==> src/rtl/ucsbece154b_perf_counters_if.sv <==
// Control, event and readback bundle of the ucsbece154b performance-monitor block.
interface ucsbece154b_perf_counters_if #(
  parameter int NUM_CH = 6,
  parameter int CNT_W  = 32,
  parameter int SEL_W  = 4
);
  logic              start_i;
  logic              stop_i;
  logic              clear_i;
  logic [NUM_CH-1:0] event_i;
  logic              snap_req_i;
  logic              snap_valid_o;
  logic [SEL_W-1:0]  sel_i;
  logic [CNT_W-1:0]  count_o;
  logic [NUM_CH-1:0] overflow_o;
  logic [CNT_W-1:0]  cycles_o;
  logic              running_o;
  logic              done_o;

  modport master (
    output start_i, stop_i, clear_i, event_i, snap_req_i, sel_i,
    input  snap_valid_o, count_o, overflow_o, cycles_o, running_o, done_o
  );

  modport slave (
    input  start_i, stop_i, clear_i, event_i, snap_req_i, sel_i,
    output snap_valid_o, count_o, overflow_o, cycles_o, running_o, done_o
  );
endinterface

==> src/rtl/ucsbece154b_perf_counters.sv <==
// Event/cycle performance counters with run/halt FSM and snapshot readback.
// Define PERF_SATURATE_EN to make all counters saturate at all-ones instead of wrapping.
module ucsbece154b_perf_counters #(
  parameter int                NUM_CH      = 6,
  parameter int                CNT_W       = 32,
  parameter int                SEL_W       = 4,
  parameter logic [NUM_CH-1:0] EDGE_MASK   = NUM_CH'(6'b000011),
  parameter int                CYCLE_LIMIT = 0
) (
  input  logic                    clk,
  input  logic                    reset,
  ucsbece154b_perf_counters_if.slave bus
);

  typedef enum logic [1:0] {
    S_IDLE = 2'd0,
    S_RUN  = 2'd1,
    S_HALT = 2'd2
  } state_t;

  localparam logic [CNT_W-1:0] MAX_CNT = {CNT_W{1'b1}};

  state_t            state;
  state_t            state_next;
  logic [CNT_W-1:0]  live   [NUM_CH];
  logic [CNT_W-1:0]  shadow [NUM_CH];
  logic [NUM_CH-1:0] prev;
  logic [NUM_CH-1:0] ovf;
  logic [NUM_CH-1:0] qualified;
  logic [CNT_W-1:0]  cycles;
  logic [CNT_W-1:0]  cycles_inc;
  logic [CNT_W-1:0]  count_mux;
  logic              snap_valid;
  logic              limit_hit;

  function automatic logic [CNT_W-1:0] bump(input logic [CNT_W-1:0] v);
`ifdef PERF_SATURATE_EN
    bump = (v == MAX_CNT) ? MAX_CNT : v + CNT_W'(1);
`else
    bump = v + CNT_W'(1);
`endif
  endfunction

  assign qualified  = (bus.event_i & ~prev & EDGE_MASK) | (bus.event_i & ~EDGE_MASK);
  assign cycles_inc = bump(cycles);
  assign limit_hit  = (CYCLE_LIMIT != 0) && (cycles_inc == CNT_W'(CYCLE_LIMIT));

  // FSM state register
  always_ff @(posedge clk or negedge reset) begin
    if (!reset) state <= S_IDLE;
    else        state <= state_next;
  end

  // FSM next-state logic; clear overrides every transition
  always_comb begin
    state_next = state;
    if (bus.clear_i) begin
      state_next = S_IDLE;
    end else begin
      case (state)
        S_IDLE:  state_next = (bus.start_i && !bus.stop_i) ? S_RUN : S_IDLE;
        S_RUN:   state_next = (bus.stop_i || limit_hit) ? S_HALT : S_RUN;
        S_HALT:  state_next = S_HALT;
        default: state_next = S_IDLE;
      endcase
    end
  end

  // FSM output decode
  always_comb begin
    bus.running_o = 1'b0;
    bus.done_o    = 1'b0;
    case (state)
      S_RUN:   bus.running_o = 1'b1;
      S_HALT:  bus.done_o    = 1'b1;
      default: bus.running_o = 1'b0;
    endcase
  end

  // Edge history follows the raw lines in every state
  always_ff @(posedge clk or negedge reset) begin
    if (!reset) prev <= {NUM_CH{1'b0}};
    else        prev <= bus.event_i;
  end

  // Live event counters, cycle counter and sticky overflow flags
  always_ff @(posedge clk or negedge reset) begin
    if (!reset) begin
      cycles <= {CNT_W{1'b0}};
      ovf    <= {NUM_CH{1'b0}};
      for (int i = 0; i < NUM_CH; i++) live[i] <= {CNT_W{1'b0}};
    end else if (bus.clear_i) begin
      cycles <= {CNT_W{1'b0}};
      ovf    <= {NUM_CH{1'b0}};
      for (int i = 0; i < NUM_CH; i++) live[i] <= {CNT_W{1'b0}};
    end else if (state == S_RUN) begin
      cycles <= cycles_inc;
      for (int i = 0; i < NUM_CH; i++) begin
        if (qualified[i]) begin
          live[i] <= bump(live[i]);
          if (live[i] == MAX_CNT) ovf[i] <= 1'b1;
        end
      end
    end
  end

  // Shadow bank captures pre-increment values; clear beats a simultaneous snapshot
  always_ff @(posedge clk or negedge reset) begin
    if (!reset) begin
      snap_valid <= 1'b0;
      for (int i = 0; i < NUM_CH; i++) shadow[i] <= {CNT_W{1'b0}};
    end else begin
      snap_valid <= bus.snap_req_i;
      if (bus.clear_i) begin
        for (int i = 0; i < NUM_CH; i++) shadow[i] <= {CNT_W{1'b0}};
      end else if (bus.snap_req_i) begin
        for (int i = 0; i < NUM_CH; i++) shadow[i] <= live[i];
      end
    end
  end

  // Readback mux; unpopulated selects read as zero
  always_comb begin
    count_mux = {CNT_W{1'b0}};
    for (int i = 0; i < NUM_CH; i++) begin
      count_mux = (bus.sel_i == SEL_W'(i)) ? shadow[i] : count_mux;
    end
  end

  assign bus.count_o      = count_mux;
  assign bus.cycles_o     = cycles;
  assign bus.overflow_o   = ovf;
  assign bus.snap_valid_o = snap_valid;

endmodule

==> src/flat_wrapper.sv <==
// flat-port wrapper written by rule: the top's interface ports become plain ports
module ucsbece154b_perf_counters_flat 
#(
  parameter int                NUM_CH      = 6,
  parameter int                CNT_W       = 32,
  parameter int                SEL_W       = 4,
  parameter logic [NUM_CH-1:0] EDGE_MASK   = NUM_CH'(6'b000011),
  parameter int                CYCLE_LIMIT = 0
)
  (clk, reset, bus_start_i, bus_stop_i, bus_clear_i, bus_event_i, bus_snap_req_i, bus_sel_i, bus_snap_valid_o, bus_count_o, bus_overflow_o, bus_cycles_o, bus_running_o, bus_done_o);
  ucsbece154b_perf_counters_if #(.NUM_CH(NUM_CH), .CNT_W(CNT_W), .SEL_W(SEL_W)) bus_i ();
  input  logic clk;
  input  logic reset;
  input wire logic [$bits(bus_i.start_i)-1:0] bus_start_i;
  input wire logic [$bits(bus_i.stop_i)-1:0] bus_stop_i;
  input wire logic [$bits(bus_i.clear_i)-1:0] bus_clear_i;
  input wire logic [$bits(bus_i.event_i)-1:0] bus_event_i;
  input wire logic [$bits(bus_i.snap_req_i)-1:0] bus_snap_req_i;
  input wire logic [$bits(bus_i.sel_i)-1:0] bus_sel_i;
  output wire logic [$bits(bus_i.snap_valid_o)-1:0] bus_snap_valid_o;
  output wire logic [$bits(bus_i.count_o)-1:0] bus_count_o;
  output wire logic [$bits(bus_i.overflow_o)-1:0] bus_overflow_o;
  output wire logic [$bits(bus_i.cycles_o)-1:0] bus_cycles_o;
  output wire logic [$bits(bus_i.running_o)-1:0] bus_running_o;
  output wire logic [$bits(bus_i.done_o)-1:0] bus_done_o;
  assign bus_i.start_i = bus_start_i;
  assign bus_i.stop_i = bus_stop_i;
  assign bus_i.clear_i = bus_clear_i;
  assign bus_i.event_i = bus_event_i;
  assign bus_i.snap_req_i = bus_snap_req_i;
  assign bus_i.sel_i = bus_sel_i;
  assign bus_snap_valid_o = bus_i.snap_valid_o;
  assign bus_count_o = bus_i.count_o;
  assign bus_overflow_o = bus_i.overflow_o;
  assign bus_cycles_o = bus_i.cycles_o;
  assign bus_running_o = bus_i.running_o;
  assign bus_done_o = bus_i.done_o;
  ucsbece154b_perf_counters #(.NUM_CH(NUM_CH), .CNT_W(CNT_W), .SEL_W(SEL_W), .EDGE_MASK(EDGE_MASK), .CYCLE_LIMIT(CYCLE_LIMIT)) u_core (.clk(clk), .reset(reset), .bus(bus_i));
endmodule
==> config.mk <==
export PLATFORM = sky130hd
export DESIGN_NAME = ucsbece154b_perf_counters_flat
export DESIGN_NICKNAME = d
export VERILOG_FILES = /design/src/rtl/ucsbece154b_perf_counters_if.sv /design/src/rtl/ucsbece154b_perf_counters.sv /design/src/flat_wrapper.sv
export SDC_FILE = /design/constraint.sdc
export NUM_CORES = 1
export LEC_CHECK = 0
export BUFFER_PORTS_ARGS = -buffer_cell sky130_fd_sc_hd__buf_4
export CAP_MARGIN = 20
export CORE_MARGIN = 2
export CORE_UTILIZATION = 56
export DETAILED_ROUTE_END_ITERATION = 16
export GPL_ROUTABILITY_DRIVEN = 0
export GPL_TIMING_DRIVEN = 0
export PLACE_DENSITY_LB_ADDON = 0.15
export SYNTH_ARGS = -nofsm -noshare
export SYNTH_HDL_FRONTEND = slang
export SYNTH_SLANG_ARGS = --single-unit
==> constraint.sdc <==
create_clock -name clk -period 1.9 [get_ports clk]
set_input_delay 0.38 -clock clk [delete_from_list [all_inputs] [get_ports clk]]
set_output_delay 0.38 -clock clk [all_outputs]
set_load 0.1 [all_outputs]
; After elaboration in Yosys (flattened, before gate mapping)
; Cells that the tools add are included.
[word_totals]
regBits = 427
inputBits = 16
output_inout_bits = 73
elab_cells = 113
[classes]
n_addsub = 7
n_eq_ne = 13
muxes = 38
bitwise = 3
reduce_logical = 30
[ops]
columns = operator, n
row1 = two-way mux 192 bit, 4
row2 = two-way mux 32 bit, 14
row3 = "adder 32 x 1 -> 32 bit, second input constant", 7
row4 = "equality test 32 bit, second input constant", 6
row5 = nonzero test 2 bit, 14
row6 = AND reduction 3 bit, 6
row7 = two-way mux 1 bit, 15
row8 = two-way mux 6 bit, 2
row9 = AND reduction 2 bit, 6
row10 = "equality test 4 x 2 -> 1 bit, second input constant", 2
row11 = "equality test 4 x 3 -> 1 bit, second input constant", 2
row12 = OR 2 x 6 -> 6 bit, 1
row13 = case mux 2 bit (3 select lines), 1
row14 = "equality test 4 x 1 -> 1 bit, second input constant", 1
row15 = logical NOT 4 bit, 1
row16 = two-way mux 2 bit, 2
row17 = AND 2 bit, 1
row18 = "equality test 2 x 1 -> 1 bit, second input constant", 1
row19 = "equality test 2 bit, second input constant", 1
row20 = logical NOT 2 bit, 1
row21 = NOT 2 bit, 1
row22 = logical AND 1 bit, 1
row23 = logical NOT 1 bit, 1

; Logic depth before layout (Yosys ltp)
; Gate-level depths: netlist of run 1.
[logic_depth]
depth_word = 7
mapped_depth = 8
ltp_nobuf = 6

; Least setup slack after synthesis of run 1
; No wires, ideal clock.
[synth_timing]
kind = input port to output port
start = input bus_sel_i[1]
end = output bus_count_o[15]
t_arrival_ns = 3.387
t_required_ns = 1.520
setup_slack_ns = -1.867
path_stages = 4
path_buffers = 2
cell_sequence = or3b_2 > clkbuf_1 > clkbuf_1 > o21ai_0
[synth_via]
elab_chain_len = 7
word_cells_on_any_way = 12
classes_between = eq/ne: 5 / mux: 6 / reduce/logical: 1
[synth_rtl]
columns = element, line_no
row1 = "start, declared", flat_wrapper.sv:19  ; input wire logic [$bits(bus_i.sel_i)-1:0] bus_sel_i;
row2 = logical NOT 4 bit, ucsbece154b_perf_counters.sv:126  ; count_mux = (bus.sel_i == SEL_W'(i)) ? shadow[i] : count_mux;
row3 = two-way mux 32 bit (5 in a row), ucsbece154b_perf_counters.sv:126
row4 = two-way mux 32 bit (*), ucsbece154b_perf_counters.sv:126
row5 = "end, declared", flat_wrapper.sv:21  ; output wire logic [$bits(bus_i.count_o)-1:0] bus_count_o;
; Mark *: on every way between the ends. The rest lies on a longest branch, timed or not.

; Worst setup path after layout of run 1
[layout_timing]
start = register u_core.shadow[91] in the netlist's numbering
end = output bus_count_o[27]
[layout_via]
elab_chain_len = 3
[layout_rtl]
columns = element, line_no
row1 = "start, declared", ucsbece154b_perf_counters.sv:26  ; logic [CNT_W-1:0] shadow [NUM_CH];
row2 = two-way mux 32 bit (3 in a row), ucsbece154b_perf_counters.sv:126
; Every way passes these cells.

==> summary.txt, run 1 <==
Status
  • Status: finished, violations left
  • Violated checks: negative setup slack

Timing
  • Worst-Margin Slew: 0.839 ns
  • Final Hold Fails: 0
  • Period minus WS final: about 2.3 ns
  • Final setup margin: -0.410 ns
  • Final Cycle Share: 1.22
  • RSZ-0062 raised after global routing: yes
  • Max-Slew Margin vs Limit: 0.441
  • Slew Limit Fails: 0
  • Max Freq: approximately 0.43 GHz
  • Final setup fails: roughly 140
  • Setup_tns: -18.98 ns
  • Clock Skew: 0.0266 ns

Global routing
  • Vias in the first global route: 16.9k
  • Total Routing Usage GR: 0.334
  • Largest net degree at the start of global routing: approximately 120
  • Initial antenna violation count: 1
  • Grt ovf: 0
  • First-pass GRT wire length: 98.5 mm

Worst setup path
  • R2r setup slk: -0.27 ns
  • Worst setup SP type: flop
  • Crit Reg-Reg Endpoint: u_core.live[17]$_DFFE_PN0P_
  • Reg2Reg Depth: 9
  • CP arrival: 1.93 ns
  • Req. time, crit path: between 1.5 and 2 ns
  • Critical Path End Type: output port
  • Crit-path max FO: 2
  • FF-to-FF Start: u_core.state[1]$_DFF_PN0_
  • Worst setup path class: flop to output port

Worst hold path
  • Hold Path Class: input port to flop
  • Hold Crit Start: bus_start_i
  • Hold Path Sink: u_core.state[0]$_DFF_PN0_
  • Hold-critical path depth: 3

Synth
  • Post-synth cell types: 63
  • Post-synth ARST share: 1.00
  • Syn Inst Count: around 2.1k
  • Synthesized area: between 0.02 and 0.025 sq mm
  • Register area share after synthesis: 0.516
  • Ys Warns: 0
  • Post-synth EDFFs: 0
  • #FFs+latches synth: between 400 and 500
  • Ys flop type: dfrtp_1
  • Avg Inst Size Synth: 10.1 sq um
  • Syn Nets: roughly 2.1k

Detailed routing
  • ANT nets after route: 0
  • Via count: 17.4k
  • First-pass detailed-route iteration total: 7
  • Vias per cell: between 6 and 7
  • WL per Instance: 23.8 microns
  • Initial detailed-routing violation count: 1,405
  • # DRC: 0
  • WL final: 67.0 mm

Layout
  • Post-layout util: 0.763
  • Syn-to-layout area delta: 34.6%
  • Layout cells sized above 1: 0.281
  • Fin cells: between 2k and 3k
  • Diode count: 0
  • Nets@finish: 2,336

Clock network
  • Root cell of the clock tree: clkbuf_16
  • Clk sinks: 427
  • Worst-path clk slew: 0.06 ns
  • Total CTS buffers: 46
  • CTS Buffer Depth: 3
  • H-tree Lvls: 2
  • Clock Latency Late Sink: between 0.5 and 0.6 ns
  • CTS tree: done

Floorplan
  • Row Count: 70
  • Die Span Y: around 200 microns
  • Core region area: between 0.03 and 0.04 sq mm
  • Die Wd: 196 microns
  • Ports: 89
  • Initial Util: 0.567
  • Die area: 0.0385 sq mm

Flow run
  • MaxCap Viol Count: 0

Placement
  • IO buf count: 88
  • Placed insts: 2,616
  • HPWL after DPL: ~43 mm

Pwr
  • P_leak: 12.4 nW
  • P per Cell Area: slightly above 700 mW/mm^2
  • VDD IR max: 0.000646 V
[what timing repair did]
action,in CTS,in global routing
resized for setup,361,220
endpoints found under the setup margin,392,268
hold buffers,5,0
cloned,7,9
pin swaps,81,101
endpoints found under the hold margin,67,0
buffers inserted,49,55
[routing by layer]
| layer | share of wire | routed length (microns) | global-route usage |
|---|---|---|---|
| met1 | 0.40 | 26700 | 0.445 |
| met2 | 0.47 | 31500 | 0.533 |
| met3 | 0.072 | 4810 | 0.0574 |
| met4 | 0.059 | 3950 | 0.165 |
| met5 | 0 | 0 | 0 |
[cell usage after synthesis (all sizes together) (3+ instances only)]
cell type | count | area share
xnor2 | 78 | 0.033
o211ai | 5 | 0.0018
a22oi | 44 | 0.016
nor3 | 32 | 0.0080
o31ai | 5 | 0.0018
ha | 7 | 0.0042
or4 | 6 | 0.0024
mux4 | 3 | 0.0033
or2 | 3 | 0.00091
buf | 20 | 0.0056
nand2 | 87 | 0.016
dfrtp | 427 | 0.52
nand4 | 70 | 0.022
a211oi | 25 | 0.0097
a21oi | 52 | 0.013
nor2b | 29 | 0.0088
and4 | 23 | 0.010
nor4 | 30 | 0.010
o21ai | 56 | 0.014
clkbuf | 103 | 0.019
mux2 | 4 | 0.0022
xor2 | 90 | 0.038
mux2i | 206 | 0.10
and2 | 13 | 0.0039
nor2 | 397 | 0.072
nand3 | 89 | 0.022
a31oi | 32 | 0.0097
inv | 27 | 0.0049
o2111ai | 4 | 0.0025
and3 | 30 | 0.0092
or3 | 38 | 0.011
nor4b | 3 | 0.0013
[layout make-up]
type	count	area [sq um]
multi-input combinational	1479	11500
buffer	120	915
inverter	27	101
fill	2292	8650
sequential	427	10800
clock buffer	69	1360
tap	468	586
clock inverter	13	173
timing repair buffer	212	2460
[worst max-delay path by stage]
stage                     cells after the start                           from                                  end
after floorplan                               4                   bus_sel_i[1]                      bus_count_o[10]
after global placement                        1                          reset  u_core.bus.cycles_o[10]$_DFFE_PN0P_
after detailed placement                      7                    bus_clear_i       u_core.shadow[102]$_DFFE_PN0P_
after CTS                                     4  u_core.shadow[70]$_DFFE_PN0P_                       bus_count_o[6]
after global routing                          4  u_core.shadow[70]$_DFFE_PN0P_                       bus_count_o[6]
final                                         4  u_core.shadow[91]$_DFFE_PN0P_                      bus_count_o[27]
[through the flow]
stage                     setup WS [ns]  cell area [sq um]  hold WS [ns]  total power, mW
after floorplan                  -0.233              21500        0.0844             10.0
after global placement            -4.57              22700         0.481             10.5
after detailed placement          -1.12              22800         0.362             10.5
after CTS                        -0.398              26600        0.0760             19.8
after global routing             -0.411              27900        0.0993             20.4
final                            -0.410              27900        0.0834             19.9
[critical path, stage by stage, from the launching register on]
cell,delay (ns)
dfrtp_1,0.43
mux4_2,0.52
nand2_2,0.14
o21ai_4,0.08
buf_12,0.17
[cells in the final DEF (no fill, tap or decap), drive strengths merged, types with 70 or more instances in the layout]
master  Yosys  routed
clkbuf    103     171
xor2       90      90
nor2      397     397
mux2i     206     206
nand2      87      87
buf        20     223
nand4      70      70
nand3      89      90
xnor2      78      78
dfrtp     427     427
[state kept, by name, summed over array words and instances, names as in the netlist]
register	cells
u_core.bus.cycles_o	32
u_core.bus.overflow_o	6
u_core.bus.snap_valid_o	1
u_core.live	192
u_core.prev	2
u_core.shadow	192
u_core.state	2
[power by group]
part           internal (mW)  total, mW  switching (mW)
logic                  0.495       1.51            1.01
clock network           5.47       9.25            3.78
registers               9.11       9.13          0.0174
total                   15.1       19.9            4.81
[cells by family after synthesis]
kind of cell	Yosys count	share of synthesized area
flip-flops	427	0.516
multiplexers	213	0.105
buffers and inverters	151	0.0301
AND/OR/NAND/NOR	862	0.204
AO/OA/AOI/OAI	228	0.0698
adder cells (fa/ha/maj)	7	0.00423
XOR/XNOR	168	0.0711
Note: power is estimated with default switching activity, not from simulation.
==> run 2, diff against run 1 <==
--- a/config.mk
+++ b/config.mk
@@ -11,7 +11,7 @@
 export CORE_UTILIZATION = 56
 export DETAILED_ROUTE_END_ITERATION = 16
 export GPL_ROUTABILITY_DRIVEN = 0
-export GPL_TIMING_DRIVEN = 0
+export GPL_TIMING_DRIVEN = 1
 export PLACE_DENSITY_LB_ADDON = 0.15
 export SYNTH_ARGS = -nofsm -noshare
 export SYNTH_HDL_FRONTEND = slang
==> run 2 against run 1 <==
The run still ends with negative setup slack left. Flip-flop and latch count is the same. Maximum frequency grew 2.3%. Sequential share of layout area is 1.3 points lower. Clock power up 3.2%. Utilization up 2.7 points. Global-route usage rose by 1.2 points. Power increased by 1.5%. Worst hold slack worse by 0.048 ns. Non-clock buffer count grew 72. First-iteration DRC count up 11%. Critical path depth unchanged. Combinational power about the same.
==> summary.txt, run 2 (same netlist as run 1, synthesis figures left out) <==
Floorplan
  • Die Span Y: 196 microns
  • Die area: slightly below 0.04 sq mm
  • Ports: between 80 and 90
  • Initial Util: 0.567
  • Die Wd: 196 microns
  • Core region area: approximately 0.037 sq mm
  • Row Count: 70

Clock network
  • Clock Latency Late Sink: 0.59 ns
  • Total CTS buffers: 46
  • CTS Buffer Depth: 3
  • H-tree Lvls: 2
  • Root cell of the clock tree: clkbuf_16
  • CTS tree: done
  • Worst-path clk slew: 0.06 ns
  • Clk sinks: roughly 430

Pwr
  • P_leak: 13.0 nW
  • VDD IR max: 0.000696 V
  • P per Cell Area: 700 mW/mm^2

Global routing
  • Grt ovf: 0
  • First-pass GRT wire length: 102 mm
  • Initial antenna violation count: 0
  • Vias in the first global route: about 17k
  • Total Routing Usage GR: 0.346
  • Largest net degree at the start of global routing: 111

Timing
  • Period minus WS final: ~2.3 ns
  • Max Freq: 0.443 GHz
  • RSZ-0062 raised after global routing: yes
  • Max-Slew Margin vs Limit: 0.534
  • Final Hold Fails: 0
  • Final setup fails: ~130
  • Worst-Margin Slew: 0.698 ns
  • Clock Skew: 0.0282 ns
  • Final Cycle Share: 1.19
  • Final setup margin: -0.357 ns
  • Slew Limit Fails: 0

Worst setup path
  • CP arrival: 1.88 ns
  • Worst setup path class: flop to output port
  • Crit-path cells: mux4_2 -> nand2_4 -> o21ai_4 -> buf_12
  • CP Buf/Inv Count: 1
  • Slowest CP cell: mux4_2
  • Worst setup SP type: flop
  • Critical Path End Type: output port
  • R2r setup slk: -0.22 ns
  • CP top delay family: multiplexers
  • Crit path largest cell delay: 0.53 ns
  • Req. time, crit path: 1.52 ns
  • Crit-path max FO: 2

Worst hold path
  • Hold Path Class: input port to flop

Detailed routing
  • WL final: 68.4 mm
  • # DRC: 0
  • WL per Instance: around 24 microns
  • Via count: 17.9k
  • First-pass detailed-route iteration total: 7
  • Initial detailed-routing violation count: between 1.5k and 2k
  • ANT nets after route: 0
  • Vias per cell: 6.20

Status
  • Violated checks: negative setup slack
  • Status: finished, violations left

Layout
  • Syn-to-layout area delta: 39.3%
  • Post-layout util: 0.790
  • Most frequent cells in the layout: dfrtp_1, nor2_1, buf_4
  • Diode count: 0
  • Commonest non-fill, non-tap cell in the layout: dfrtp_1
  • Nets@finish: between 2k and 2.5k
  • Layout cells sized above 1: 0.337

Placement
  • HPWL after DPL: between 40 and 50 mm
  • IO buf count: 88
  • Pre-CTS WS: -0.376 ns

Flow run
  • MaxCap Viol Count: 0
run 2: final timing paths:
path	startpoint	to	cells past startpoint
max	u_core.shadow[91]$_DFFE_PN0P_	bus_count_o[27]	4
min	bus_event_i[0]	u_core.prev[0]$_DFF_PN0_	2
max reg2reg	u_core.state[1]$_DFF_PN0_	u_core.live[90]$_DFFE_PN0P_	8
min reg2reg	u_core.bus.overflow_o[0]$_DFFE_PN0P_	u_core.bus.overflow_o[0]$_DFFE_PN0P_	1
max in group asynchronous	reset	u_core.shadow[97]$_DFFE_PN0P_	4
min in group asynchronous	reset	u_core.live[58]$_DFFE_PN0P_	3
run 2: final cells by class:
| type | instances | area [sq um] |
|---|---|---|
| well taps | 468 | 586 |
| flip-flops and latches | 427 | 10800 |
| fillers | 2119 | 7670 |
| repair buffers | 404 | 4180 |
| inverters | 27 | 101 |
| multi-input cells | 1478 | 11600 |
| clock buffers | 67 | 1350 |
| clock inverters | 18 | 255 |
run 2: timing repair:
| action | CTS | global route |
|---|---|---|
| resized for setup | 369 | 174 |
| setup buffers | 58 | 33 |
| gates cloned | 9 | 1 |
| setup endpoints to repair | 184 | 183 |
| hold endpoints to repair | 190 | 0 |
| pin swaps | 106 | 102 |
| hold buffers | 3 | 0 |
run 2: metrics by stage:
stage          hold WS [ns]  total power, mW  setup TNS (ns)  std cells  cell area [sq um]
6_report             0.0356             20.2          -13.69       2889              28900
5_1_grt              0.0324             20.7          -21.82       2889              28900
4_1_cts              0.0147             20.2          -10.73       2863              27900
3_5_place_dp          0.353             10.5          -21.84       2722              24100
3_3_place_gp          0.356             10.5          -21.43       2722              24100
2_1_floorplan        0.0844             10.0           -6.37       2056              21500
run 2: power breakdown:
group          internal (mW)  switching, mW
clock network           5.76           3.79
registers               9.11         0.0179
logic                  0.543          0.973
total                   15.4           4.78
run 2: routing by layer:
layer | track usage | part of all wire | vias to the layer above
met5 | 0 | 0 | -
met4 | 0.165 | 0.054 | 0
met3 | 0.0646 | 0.085 | 204
met2 | 0.543 | 0.47 | 793
met1 | 0.468 | 0.39 | 9072
li1 | - | - | 7855
==> run 3, diff against run 2 <==
--- a/config.mk
+++ b/config.mk
@@ -5,14 +5,16 @@
 export SDC_FILE = /design/constraint.sdc
 export NUM_CORES = 1
 export LEC_CHECK = 0
+export ABC_AREA = 1
 export BUFFER_PORTS_ARGS = -buffer_cell sky130_fd_sc_hd__buf_4
 export CAP_MARGIN = 20
+export CORE_ASPECT_RATIO = 1.2
 export CORE_MARGIN = 2
 export CORE_UTILIZATION = 56
 export DETAILED_ROUTE_END_ITERATION = 16
 export GPL_ROUTABILITY_DRIVEN = 0
 export GPL_TIMING_DRIVEN = 1
-export PLACE_DENSITY_LB_ADDON = 0.15
+export PLACE_DENSITY_LB_ADDON = 0.1
 export SYNTH_ARGS = -nofsm -noshare
 export SYNTH_HDL_FRONTEND = slang
 export SYNTH_SLANG_ARGS = --single-unit
==> run 3 against run 2 <==
The run still ends with negative setup slack left. Highest routed layer unchanged. Synthesized area up 12%. Critical path depth grew 1. Sequential share of layout area grew 0.59 points. Flip-flop and latch count is the same. Die area increased by 12%. Sequential power increased by 0.8%. Clock-buffer cell count is 9 lower. Via count rose by 31%. First-iteration DRC count rose by 44%.
==> summary.txt, run 3 <==
Synth
  • Largest area contributor in the netlist: dfrtp_1
  • Post-synth EDFFs: 0
  • Avg Inst Size Synth: 7.09 sq um
  • Commonest cells post-synth: nand2_1, nor2_1, inv_1, dfrtp_1, nand3_1
  • Post-synth ARST share: 1.00
  • Ranking of synthesized cells by area: dfrtp_1, nand2_1, nor2_1
  • Yosys top cell area share: 0.461
  • Syn Nets: 3,288
  • Ys Warns: 0
  • Synthesized area: roughly 0.023 sq mm
  • Most common cell in the netlist: nand2_1
  • #FFs+latches synth: about 430
  • Register area share after synthesis: 0.461
  • Post-synth cell types: 36
  • Syn Inst Count: 3,265
  • Ys flop type: dfrtp_1

Timing
  • Final Hold Fails: 0
  • Final setup fails: 33
  • Max Freq: 0.441 GHz
  • Max-Slew Margin vs Limit: 0.630
  • Period minus WS final: 2.27 ns
  • Final Cycle Share: 1.19
  • Worst-Margin Slew: 0.554 ns
  • Slew Limit Fails: 0
  • Final setup margin: -0.367 ns
  • Clock Skew: 0.0108 ns
  • Setup_tns: -5.60 ns
  • RSZ-0062 raised after global routing: yes
  • Hold WS: roughly 0.070 ns

Layout
  • Fin cells: 3,992
  • Most frequent cells in the layout: nand2_1, nor2_1, dfrtp_1
  • Design Area, Final: 0.0283 sq mm
  • Post-layout util: 0.694
  • Syn-to-layout area delta: 22.2%
  • Nets@finish: approximately 3.4k
  • Commonest non-fill, non-tap cell in the layout: nand2_1
  • Layout cells sized above 1: 0.162

Clock network
  • CTS Buffer Depth: 3
  • Clock Latency Late Sink: around 0.60 ns
  • CTS tree: done
  • Root cell of the clock tree: clkbuf_16
  • Total CTS buffers: 46
  • Worst-path clk slew: 0.06 ns
  • H-tree Lvls: 2
  • Clk sinks: 427

Detailed routing
  • WL per Instance: 20.3 microns
  • # DRC: 0
  • Via count: 23.6k
  • ANT nets after route: 0
  • Initial detailed-routing violation count: between 2k and 2.5k
  • WL final: 81.2 mm
  • First-pass detailed-route iteration total: 6
  • Vias per cell: 5.90

Pwr
  • VDD IR max: 0.000668 V
  • P per Cell Area: slightly above 700 mW/mm^2
  • P_leak: approximately 12 nW
  • Power Total: 20.3 mW

Floorplan
  • Ports: a little under 90
  • Row Count: 81
  • Initial Util: 0.568
  • Die Wd: 190 microns
  • Core region area: slightly above 0.04 sq mm
  • Die area: 0.0430 sq mm
  • Die Span Y: 227 microns

Global routing
  • First-pass GRT wire length: 124 mm
  • Largest net degree at the start of global routing: 90
  • Initial antenna violation count: 0
  • Vias in the first global route: 22.1k
  • Grt met1 use: 0.473
  • Grt ovf: 0
  • Total Routing Usage GR: 0.375
  • Met2 Use GR: 0.582
  • Grt met3 use: 0.0884
  • Most used routing layer: met2

Worst setup path
  • Crit Reg-Reg Endpoint: u_core.live[26]$_DFFE_PN0P_
  • Req. time, crit path: 1.52 ns
  • CP arrival: 1.89 ns
  • R2r setup slk: 0.03 ns
  • Crit-path max FO: 2
  • Reg2Reg Depth: 11
  • Worst setup SP type: flop
  • Worst setup path class: flop to output port
  • Critical Path End Type: output port
  • FF-to-FF Start: u_core.state[0]$_DFF_PN0_

Placement
  • Placed standard-cell area: 0.0251 sq mm
  • Placed insts: 3,852
  • HPWL after DPL: about 59 mm
  • IO buf count: 88
  • Pre-CTS WS: -0.195 ns

Worst hold path
  • Hold-critical path depth: 3
  • Hold Path Class: input port to flop
  • Hold Crit Start: bus_start_i
  • Hold Path Sink: u_core.state[0]$_DFF_PN0_

Status
  • Status: finished, violations left
  • Violated checks: negative setup slack

Flow run
  • MaxCap Viol Count: 0
[run 3: how the worst max path moves through the flow]
| stage | endpoint | from | cells past startpoint |
|---|---|---|---|
| 6_report | bus_count_o[9] | u_core.shadow[137]$_DFFE_PN0P_ | 5 |
| 5_1_grt | bus_count_o[9] | u_core.shadow[137]$_DFFE_PN0P_ | 5 |
| 4_1_cts | bus_count_o[15] | u_core.shadow[175]$_DFFE_PN0P_ | 5 |
| 3_5_place_dp | bus_count_o[17] | bus_sel_i[3] | 8 |
| 3_3_place_gp | bus_count_o[11] | bus_sel_i[3] | 8 |
| 2_1_floorplan | bus_count_o[27] | bus_sel_i[2] | 5 |
[run 3: power by group]
part	leakage [nW]	total (mW)	switching, mW	internal, mW
Clock	0.803	9.78	3.96	5.83
Combinational	5.07	1.30	0.966	0.332
Sequential	5.91	9.20	0.0542	9.15
Total	11.8	20.3	4.98	15.3
[run 3: logic make-up (layout without fill, tap and decap cells)]
logic type | count (synthesis) | in the layout | share of synthesized area
AO/OA/AOI/OAI | 430 | 430 | 0.105
buffers and inverters | 563 | 750 | 0.0946
adder cells (fa/ha/maj) | 7 | 7 | 0.00378
flip-flops | 427 | 427 | 0.461
other | 0 | 1 | 0
AND/OR/NAND/NOR | 1831 | 1831 | 0.332
XOR/XNOR | 7 | 7 | 0.00265
[run 3: worst max-delay path, stage by stage, from the launching register on]
cell,delay (ns)
dfrtp_1,0.39
inv_2,0.12
o22ai_1,0.10
a21oi_1,0.16
nand4_1,0.25
buf_8,0.26
[run 3: what timing repair did]
item	4_1_cts	5_1_grt
setup buffers	27	25
endpoints found under the setup margin	36	65
endpoints found under the hold margin	28	0
gates cloned	0	1
pin swaps	75	50
hold buffers	4	0
resized for setup	230	106
[run 3: final cells by class]
cell class / instances / area, sq um
Sequential cell: 427 / 10700
Tap cell: 539 / 674
Fill cell: 3360 / 12400
Clock inverter: 24 / 312
Multi-Input combinational cell: 2275 / 11100
Antenna cell: 1 / 2.50
Inverter: 455 / 1790
Clock buffer: 58 / 1310
Timing Repair Buffer: 213 / 2350
[run 3: per-layer routing]
metal  vias to the layer above  part of all wire
met5                         -                 0
met4                         0             0.070
met3                       273             0.096
met2                      1159              0.45
met1                     11300              0.38
li1                      10900                 -
